$ cat src/rtl/dcmi_defines.sv
// Shared dcmi build-time defines: address width and arbiter defaults.
`ifndef DCMI_DEFINES_SV
`define DCMI_DEFINES_SV

`define DMA_ADDR_LEN      12
`define DCMI_ARB_MAX_WAIT 4
`define DCMI_STALL_W      16

`endif

$ cat src/rtl/dcmi_ram_arb_pkg.sv
// Types and defaults for the capture SRAM arbiter.
`include "dcmi_defines.sv"

package dcmi_ram_arb_pkg;

  localparam int ADDR_W       = `DMA_ADDR_LEN;
  localparam int MAX_WAIT_DEF = `DCMI_ARB_MAX_WAIT;
  localparam int STALL_W_DEF  = `DCMI_STALL_W;
  localparam int WAIT_W       = 4;

  typedef enum logic [1:0] {
    GNT_NONE,
    GNT_DMA,
    GNT_CPU
  } grant_e;

endpackage

$ cat src/rtl/dcmi_ram_arb.sv
// Single-port capture SRAM arbiter: DMA writes have priority, CPU gets a
// bounded wait, and DMA back-pressure is counted for the register block.
module dcmi_ram_arb
  import dcmi_ram_arb_pkg::*;
#(
  parameter int MAX_WAIT = MAX_WAIT_DEF,
  parameter int STALL_W  = STALL_W_DEF
) (
  input  logic               clk,
  input  logic               rstn,
  input  logic               block_en,
  input  logic               stall_clr,
  input  logic               dma_req,
  input  logic [ADDR_W-1:0]  dma_addr,
  input  logic [31:0]        dma_wdata,
  output logic               dma_ack,
  input  logic               cpu_req,
  input  logic               cpu_we,
  input  logic [ADDR_W-1:0]  cpu_addr,
  input  logic [31:0]        cpu_wdata,
  output logic               cpu_ack,
  output logic               cpu_rvld,
  output logic [31:0]        cpu_rdata,
  output logic               ram_cs,
  output logic               ram_we,
  output logic [ADDR_W-1:0]  ram_addr,
  output logic [31:0]        ram_wdata,
  input  logic [31:0]        ram_rdata,
  output logic [STALL_W-1:0] dma_stall_cnt
);

  localparam logic [WAIT_W-1:0] WAIT_MAX = WAIT_W'(MAX_WAIT);

  logic              dma_req_g;
  logic              cpu_req_g;
  logic [WAIT_W-1:0] wait_cnt;
  logic              rd_pend;
  grant_e            grant;

  // Requests are gated so that nothing reaches the SRAM while disabled or in reset.
  assign dma_req_g = dma_req & block_en & rstn;
  assign cpu_req_g = cpu_req & block_en & rstn;

  always_comb begin
    grant = GNT_NONE;
    if (dma_req_g && (!cpu_req_g || (wait_cnt < WAIT_MAX))) begin
      grant = GNT_DMA;
    end else if (cpu_req_g) begin
      grant = GNT_CPU;
    end
  end

  always_comb begin
    dma_ack   = 1'b0;
    cpu_ack   = 1'b0;
    ram_cs    = 1'b0;
    ram_we    = 1'b0;
    ram_addr  = '0;
    ram_wdata = '0;
    case (grant)
      GNT_DMA: begin
        dma_ack   = 1'b1;
        ram_cs    = 1'b1;
        ram_we    = 1'b1;
        ram_addr  = dma_addr;
        ram_wdata = dma_wdata;
      end
      GNT_CPU: begin
        cpu_ack   = 1'b1;
        ram_cs    = 1'b1;
        ram_we    = cpu_we;
        ram_addr  = cpu_addr;
        ram_wdata = cpu_wdata;
      end
      default: ;
    endcase
  end

  // wait_cnt saturates at MAX_WAIT, so reaching it is what hands the next conflict to the CPU.
  always_ff @(posedge clk or negedge rstn) begin
    if (!rstn) begin
      wait_cnt <= '0;
      rd_pend  <= 1'b0;
    end else if (!block_en) begin
      wait_cnt <= '0;
      rd_pend  <= 1'b0;
    end else begin
      if (cpu_req_g && !cpu_ack) begin
        wait_cnt <= (wait_cnt == WAIT_MAX) ? wait_cnt : wait_cnt + 1'b1;
      end else begin
        wait_cnt <= '0;
      end
      rd_pend <= cpu_ack & ~cpu_we;
    end
  end

  always_ff @(posedge clk or negedge rstn) begin
    if (!rstn) begin
      dma_stall_cnt <= '0;
    end else if (stall_clr) begin
      dma_stall_cnt <= '0;
    end else if (dma_req_g && !dma_ack && (dma_stall_cnt != '1)) begin
      dma_stall_cnt <= dma_stall_cnt + 1'b1;
    end
  end

  // A read still in flight when block_en falls is dropped; the CPU side times out.
  assign cpu_rvld  = rd_pend & block_en;
  assign cpu_rdata = cpu_rvld ? ram_rdata : '0;

endmodule
$ cat config.mk
export PLATFORM = sky130hd
export DESIGN_NAME = dcmi_ram_arb
export DESIGN_NICKNAME = d
export VERILOG_FILES = /design/src/rtl/dcmi_ram_arb_pkg.sv /design/src/rtl/dcmi_ram_arb.sv
export VERILOG_INCLUDE_DIRS = /design/src /design/src/rtl
export SDC_FILE = /design/constraint.sdc
export NUM_CORES = 1
export LEC_CHECK = 0
export ABC_CLOCK_PERIOD_IN_PS = 3500
export CAP_MARGIN = 20
export CELL_PAD_IN_SITES_DETAIL_PLACEMENT = 1
export CELL_PAD_IN_SITES_GLOBAL_PLACEMENT = 2
export CORE_ASPECT_RATIO = 1.25
export CORE_UTILIZATION = 12
export CTS_CLUSTER_DIAMETER = 50
export DETAILED_ROUTE_END_ITERATION = 16
export PLACE_DENSITY = 0.77
export SLEW_MARGIN = 10
export SYNTH_ARGS = -nofsm -noshare
export SYNTH_HDL_FRONTEND = slang
export SYNTH_SLANG_ARGS = --single-unit
export TNS_END_PERCENT = 10
$ cat constraint.sdc
create_clock -name clk -period 3.5 [get_ports clk]
set_input_delay 1.05 -clock clk [delete_from_list [all_inputs] [get_ports clk]]
set_output_delay 1.05 -clock clk [all_outputs]
set_load 0.01 [all_outputs]
---- After elaboration in Yosys (flattened, before gate mapping) ----
Index checks and enable logic that the tools add are counted.
storage, ports and cells
  bits in registers ....................... 21
  bits of input ports ..................... 127
  output and inout bits ................... 97
  logic and storage cells ................. 43
cells by class
  add/sub/neg operators ................... 2
  order comparisons ....................... 1
  equal/unequal tests ..................... 5
  multiplexer cells ....................... 15
  bitwise logic cells ..................... 7
  reduce and logical (&&, ||, !) cells .... 10
operators by type and width
  cell                                                                           number
  32-bit case mux with 2 select lines                                            1
  16-bit 2-to-1 mux                                                              2
  32-bit 2-to-1 mux                                                              1
  12-bit case mux with 2 select lines                                            1
  16-bit by 1-bit adder with 16-bit output (second input constant)               1
  16-bit inequality test (second input constant)                                 1
  4-bit 2-to-1 mux                                                               3
  1-bit AND                                                                      6
  4-bit by 1-bit adder with 4-bit output (second input constant)                 1
  4-bit by 3-bit equality test with 1-bit output (second input constant)         1
  1-bit logical AND                                                              4
  4-bit by 3-bit less-than comparator with 1-bit output (second input constant)  1
  1-bit 2-to-1 mux                                                               4
  2-bit 2-to-1 mux                                                               2
  1-bit zero test                                                                3
  3-bit inequality test (second input constant)                                  1
  2-bit by 1-bit equality test with 1-bit output (second input constant)         1
  2-bit equality test (second input constant)                                    1
  1-bit case mux with 2 select lines                                             1
  2-bit nonzero test                                                             1
  2-bit OR reduction                                                             1
  1-bit logical OR                                                               1
  1-bit NOT                                                                      1

---- Longest topological paths before layout ----
  word-level depth ........................ 13
  depth in mapped cells ................... 8
  mapped depth without buffers ............ 6

---- Worst setup path after synthesis ----
No wires, ideal clock.
  kind .................................... in2out
  start ................................... in block_en
  end ..................................... out ram_addr[0]
  arrival ................................. 2.122 ns
  required time ........................... 2.450 ns
  path slack .............................. 0.328 ns
  stages on the path ...................... 7
  buffers on the path ..................... 3
  path through ............................ buf_2 and3_2 nand2b_1 buf_2 buf_2 nand3_1 nand2_1
between the ends
  word-level cells in the longest chain between the ends .. 8
  elaborated cells between the ends (all ways) .. 12
  classes of those cells .................. eq/ne (2); mux (3); bitwise (4); reduce/logical (3)
ends and longest elaborated chain
  element                                                                                       line                text
  start: declaration                                                                            dcmi_ram_arb.sv:11  input logic block_en,
  1-bit AND (2 in series)                                                                       dcmi_ram_arb.sv:42  assign cpu_req_g = cpu_req & block_en & rstn;
  1-bit zero test                                                                               dcmi_ram_arb.sv:46  if (dma_req_g && (!cpu_req_g || (wait_cnt < WAIT_MAX))) begin
  1-bit logical OR                                                                              dcmi_ram_arb.sv:46
  1-bit logical AND                                                                             dcmi_ram_arb.sv:46
  2-bit 2-to-1 mux (*)                                                                          dcmi_ram_arb.sv:46
  2-bit equality test / 2-bit by 1-bit equality test with 1-bit output (equally long branches)  dcmi_ram_arb.sv:60  case (grant)
  12-bit case mux with 2 select lines (*)                                                       dcmi_ram_arb.sv:60
  end: declaration                                                                              dcmi_ram_arb.sv:26  output logic [ADDR_W-1:0] ram_addr,
Every way passes the cells marked *; elsewhere a longest branch is shown, timed or not.

---- Final worst setup path ----
  start ................................... in dma_req
  end ..................................... out ram_wdata[4]
between the ends
  word-level cells in the longest chain between the ends .. 6
  elaborated cells between the ends (all ways) .. 7
  classes of those cells .................. eq/ne (2); mux (2); bitwise (2); reduce/logical (1)
ends and longest elaborated chain
  element                                                                                       line                text
  start: declaration                                                                            dcmi_ram_arb.sv:13  input logic dma_req,
  1-bit AND (*) (2 in series)                                                                   dcmi_ram_arb.sv:41  assign dma_req_g = dma_req & block_en & rstn;
  1-bit logical AND (*)                                                                         dcmi_ram_arb.sv:46
  2-bit 2-to-1 mux (*)                                                                          dcmi_ram_arb.sv:46
  2-bit equality test / 2-bit by 1-bit equality test with 1-bit output (equally long branches)  dcmi_ram_arb.sv:60
  32-bit case mux with 2 select lines (*)                                                       dcmi_ram_arb.sv:60
  end: declaration                                                                              dcmi_ram_arb.sv:27  output logic [31:0] ram_wdata,
Marked as above.

==> results_tabular.tex <==
\begin{tabular}{lr}
\hline
Metric & Value \\
\hline
\multicolumn{2}{l}{\textbf{Global route}} \\
\quad Met1 usage & 14.63\% \\
\quad Overall track demand over capacity in global routing & 13.64\% \\
\quad Via count of the first global-routing pass & around 3,400 \\
\quad Met2 GRT Util & between 20\% and 30\% \\
\quad Met3 track demand over resource in global routing & 1.220\% \\
\quad GRT busiest layer & met2 \\
\quad Global-route wire length before repair & 19,030 um \\
\quad Antenna violations before repair & 0 \\
\quad Residual overflow from global routing & 0 \\
\quad Largest net degree at the start of global routing & 36 \\
\multicolumn{2}{l}{\textbf{Critical path}} \\
\quad Critical path data required time & 2.45 ns \\
\quad Critical path fanouts, max & 23 \\
\quad Number of cells on the worst reg-to-reg path & 5 \\
\quad Kind of critical path & in2out \\
\quad Crit. End Element & primary output \\
\quad Data arrival time of the critical path & $\sim$2.4 ns \\
\quad Worst setup SP type & primary input \\
\multicolumn{2}{l}{\textbf{Die}} \\
\quad Floorplan die width & 120.1 um \\
\quad Placeable core area & 0.01691 mm\^{}2 \\
\quad Site row count & 53 \\
\quad I/O pin total & 224 \\
\quad Die outline area & 0.01796 mm\^{}2 \\
\quad Starting density of the core & 12.36\% \\
\quad Vertical die dimension & 149.6 um \\
\multicolumn{2}{l}{\textbf{Yosys}} \\
\quad Synth area leader & dfrtp\_1 \\
\quad Number of synthesized register bits & 21 \\
\quad Synth area leaders & dfrtp\_1 25\%, nand2\_1 17\%, nand3\_1 12\% \\
\quad Mean post-synth cell area & $\sim$6.7 um\^{}2 \\
\quad Number of flops mapped to enable cells by yosys & 0 \\
\quad Area share of the largest cell type after synthesis & 25.13\% \\
\quad Post-synthesis net count & 442 \\
\quad Dominant register cell in the synthesized netlist & dfrtp\_1 \\
\quad Part of the Yosys area used for sequential elements & 25.13\% \\
\quad Syn Inst Count & 312 \\
\quad Count of cell types in the netlist & 43 \\
\quad Summed instance area of the synthesized netlist & about 0.0021 mm\^{}2 \\
\quad Synthesis warning total & 0 \\
\quad Share of synthesized registers carrying an async set or reset & 100.0\% \\
\multicolumn{2}{l}{\textbf{Hold path}} \\
\quad Hold WC Path Type & reg2reg \\
\quad Count of cells along the worst hold path & 1 \\
\multicolumn{2}{l}{\textbf{Placement}} \\
\quad Worst setup slack before clock tree synthesis & -0.5770 ns \\
\quad Estimated wirelength of the detail-placed design & 8911 um \\
\quad Number of I/O port buffers & 223 \\
\quad Placed cell area & 0.004627 mm\^{}2 \\
\quad Final weighted congestion of routability-driven global placement & 0.7433 \\
\multicolumn{2}{l}{\textbf{STA}} \\
\quad Slew margin rel. & 48.19\% \\
\quad Fin crit share & 97.91\% \\
\quad Number of failing hold endpoints at the final stage & 0 \\
\quad F\_max & 291.8 MHz \\
\quad Clock skew after layout & 0.007177 ns \\
\quad Setup TNS Final & 0 ns \\
\quad Setup repair after global routing missed its margin & true \\
\quad Final period demand of the worst path & $\sim$3.4 ns \\
\quad Final-report setup violation count & 0 \\
\quad Transition time at the pin with the least slew margin & 0.7771 ns \\
\quad Final WS setup & 0.07302 ns \\
\quad Count of final max-slew check failures & 0 \\
\multicolumn{2}{l}{\textbf{Clock network}} \\
\quad Clock-pin slew of the registers on the worst-case setup and hold paths & roughly 0.070 ns \\
\quad Count of hold buffers inserted by post-cts repair & 0 \\
\quad Number of clock sinks seen by CTS & 21 \\
\quad Cts bufs inserted & 3 \\
\quad Clock latency reported for the late side of the worst-skew pair & 0.26 ns \\
\quad Root Buffer & clkbuf\_16 \\
\quad TritonCTS clock tree & yes \\
\quad Maximum clock path buffer count & 2 \\
\quad Number of levels the H-tree was split into & 1 \\
\multicolumn{2}{l}{\textbf{Layout}} \\
\quad Share of final-layout standard cells stronger than drive strength 1 & 14.13\% \\
\quad Area taken by flip-flops and latches & between 500 and 600 um\^{}2 \\
\quad Area growth, synth to finish & 141.8\% \\
\quad Final net count & around 680 \\
\quad Number of filler cells placed in the layout & 2,027 \\
\quad Final Cell Area & 0.005056 mm\^{}2 \\
\quad Util after Layout & 29.90\% \\
\quad Area used by multi-input combinational logic & 0.001451 mm\^{}2 \\
\quad Antenna fix cells & 0 \\
\multicolumn{2}{l}{\textbf{Routing}} \\
\quad Post-route DRC violation count & 0 \\
\quad Count of antenna-violating nets left after detailed routing & 0 \\
\quad Via count & about 3,200 \\
\quad Wire length reported by the detailed router & approximately 13,000 um \\
\quad DRC violation total after the first TritonRoute iteration & $\sim$90 \\
\quad Via density per instance & 4.235 \\
\quad Count of TritonRoute iterations in the first routing pass & 4 \\
\quad Routed length per placed instance & 16.82 um \\
\multicolumn{2}{l}{\textbf{Flow run}} \\
\quad MaxCap Viol Count & 0 \\
\multicolumn{2}{l}{\textbf{Outcome}} \\
\quad Run status & completed \\
\multicolumn{2}{l}{\textbf{Power}} \\
\quad Standby leakage power & 2.315 nW \\
\quad Maximum vdd ir drop & 0.0001123 V \\
\quad Power consumption & 0.8424 mW \\
\quad Total power per unit cell area & 166.6 mW/mm\^{}2 \\
\hline
\end{tabular}
report_power, final:
| part | switching [mW] | leakage, nW | internal, mW |
|---|---|---|---|
| logic | 0.119 | 1.99 | 0.218 |
| registers | 0.00483 | 0.290 | 0.245 |
| clock network | 0.100 | 0.0371 | 0.155 |
synth_stat cells, types with 3 or more instances:
master / n
or4_1: 7
ha_1: 3
a21oi_1: 10
o31ai_1: 7
buf_2: 9
nor2_1: 6
or3_1: 4
clkbuf_1: 12
nor3_1: 4
and3_1: 36
nor2b_1: 4
nand2_1: 95
buf_1: 4
nand4_1: 3
inv_1: 4
mux2_1: 3
dfrtp_1: 21
nand3_1: 49
kinds of logic after synthesis:
kind of cell	count (synthesis)	share of synthesized area, %
AO/OA/AOI/OAI	28	8.618
adder cells (fa/ha/maj)	3	1.796
AND/OR/NAND/NOR	224	55.48
other	1	0.1794
flip-flops	21	25.13
buffers and inverters	31	6.462
multiplexers	4	2.334
per-stage QoR:
| step | std cells | hold WS [ns] |
|---|---|---|
| detailed placement | 743 | 0.4812 |
| floorplan | 312 | 0.4428 |
| CTS | 764 | 0.4934 |
| global route | 765 | 0.5400 |
| finish | 765 | 0.5221 |
| global placement | 743 | 0.4534 |
timing repair:
item / 4_1_cts / 5_1_grt
resized for setup: 121 / 13
pin swaps: 2 / 1
setup buffers: 9 / 1
setup endpoints to repair: 81 / 31
gates cloned: 8 / 0
cell type report:
| type | instances | share of cell area (%) |
|---|---|---|
| Tap cell | 220 | 5.444 |
| Timing Repair Buffer | 255 | 53.35 |
| Sequential cell | 21 | 10.39 |
| Inverter | 5 | 0.4702 |
| Multi-Input combinational cell | 260 | 28.71 |
| Clock inverter | 1 | 0.1485 |
| Clock buffer | 3 | 1.485 |
sequential cells by signal (all words and copies together) (netlist names):
register,count
wait_cnt,4
rd_pend,1
dma_stall_cnt,16
worst paths after layout:
path	startpoint	endpoint	slack [ns]
worst min register to register	wait_cnt[0]	wait_cnt[0]	0.52
worst max register to register	dma_stall_cnt[0]	dma_stall_cnt[7]	1.39
max in group asynchronous	rstn	wait_cnt[3]	2.44
min in group asynchronous	rstn	dma_stall_cnt[5]	0.76
worst max-delay path	dma_req	ram_wdata[4]	0.07
worst min-delay path	wait_cnt[0]	wait_cnt[0]	0.52
layout by cell type, fill, tap and decap left out, types with 3 or more instances in the layout:
cell             count
o31ai_1              7
nor2b_1              4
dfrtp_1             21
and3_1              35
clkbuf_2            10
mux2_1               3
or3_1                4
ha_1                 3
nand4_1              3
nor3_1               4
nand3_1             48
nand2_1             95
nor2_1               6
clkbuf_16            3
dlygate4sd2_1       14
a21oi_1             10
clkdlybuf4s15_1     10
buf_12               8
clkdlybuf4s50_1    172
nand3_2              3
or4_1                7
buf_2                3
inv_1                4
buf_16               5
bufbuf_16            3
clkdlybuf4s15_2     14
buf_4               13
worst max-delay path, cell delays in order:
cell and delay [ns]:
dlygate4sd2_1 0.25, and3_4 0.20, nand2b_4 0.11, buf_12 0.12, buf_12 0.10, buf_16 0.15, nand3_1 0.09, nand2_1 0.07
clkdlybuf4s15_1 0.24
layer usage:
layer / vias up / wire (um)
li1: 1561 / -
met1: 1562 / 4952
met2: 108 / 7248
met3: 9 / 540
met4: 0 / 128
met5: - / 0
Power figures use the tool's default switching activity.
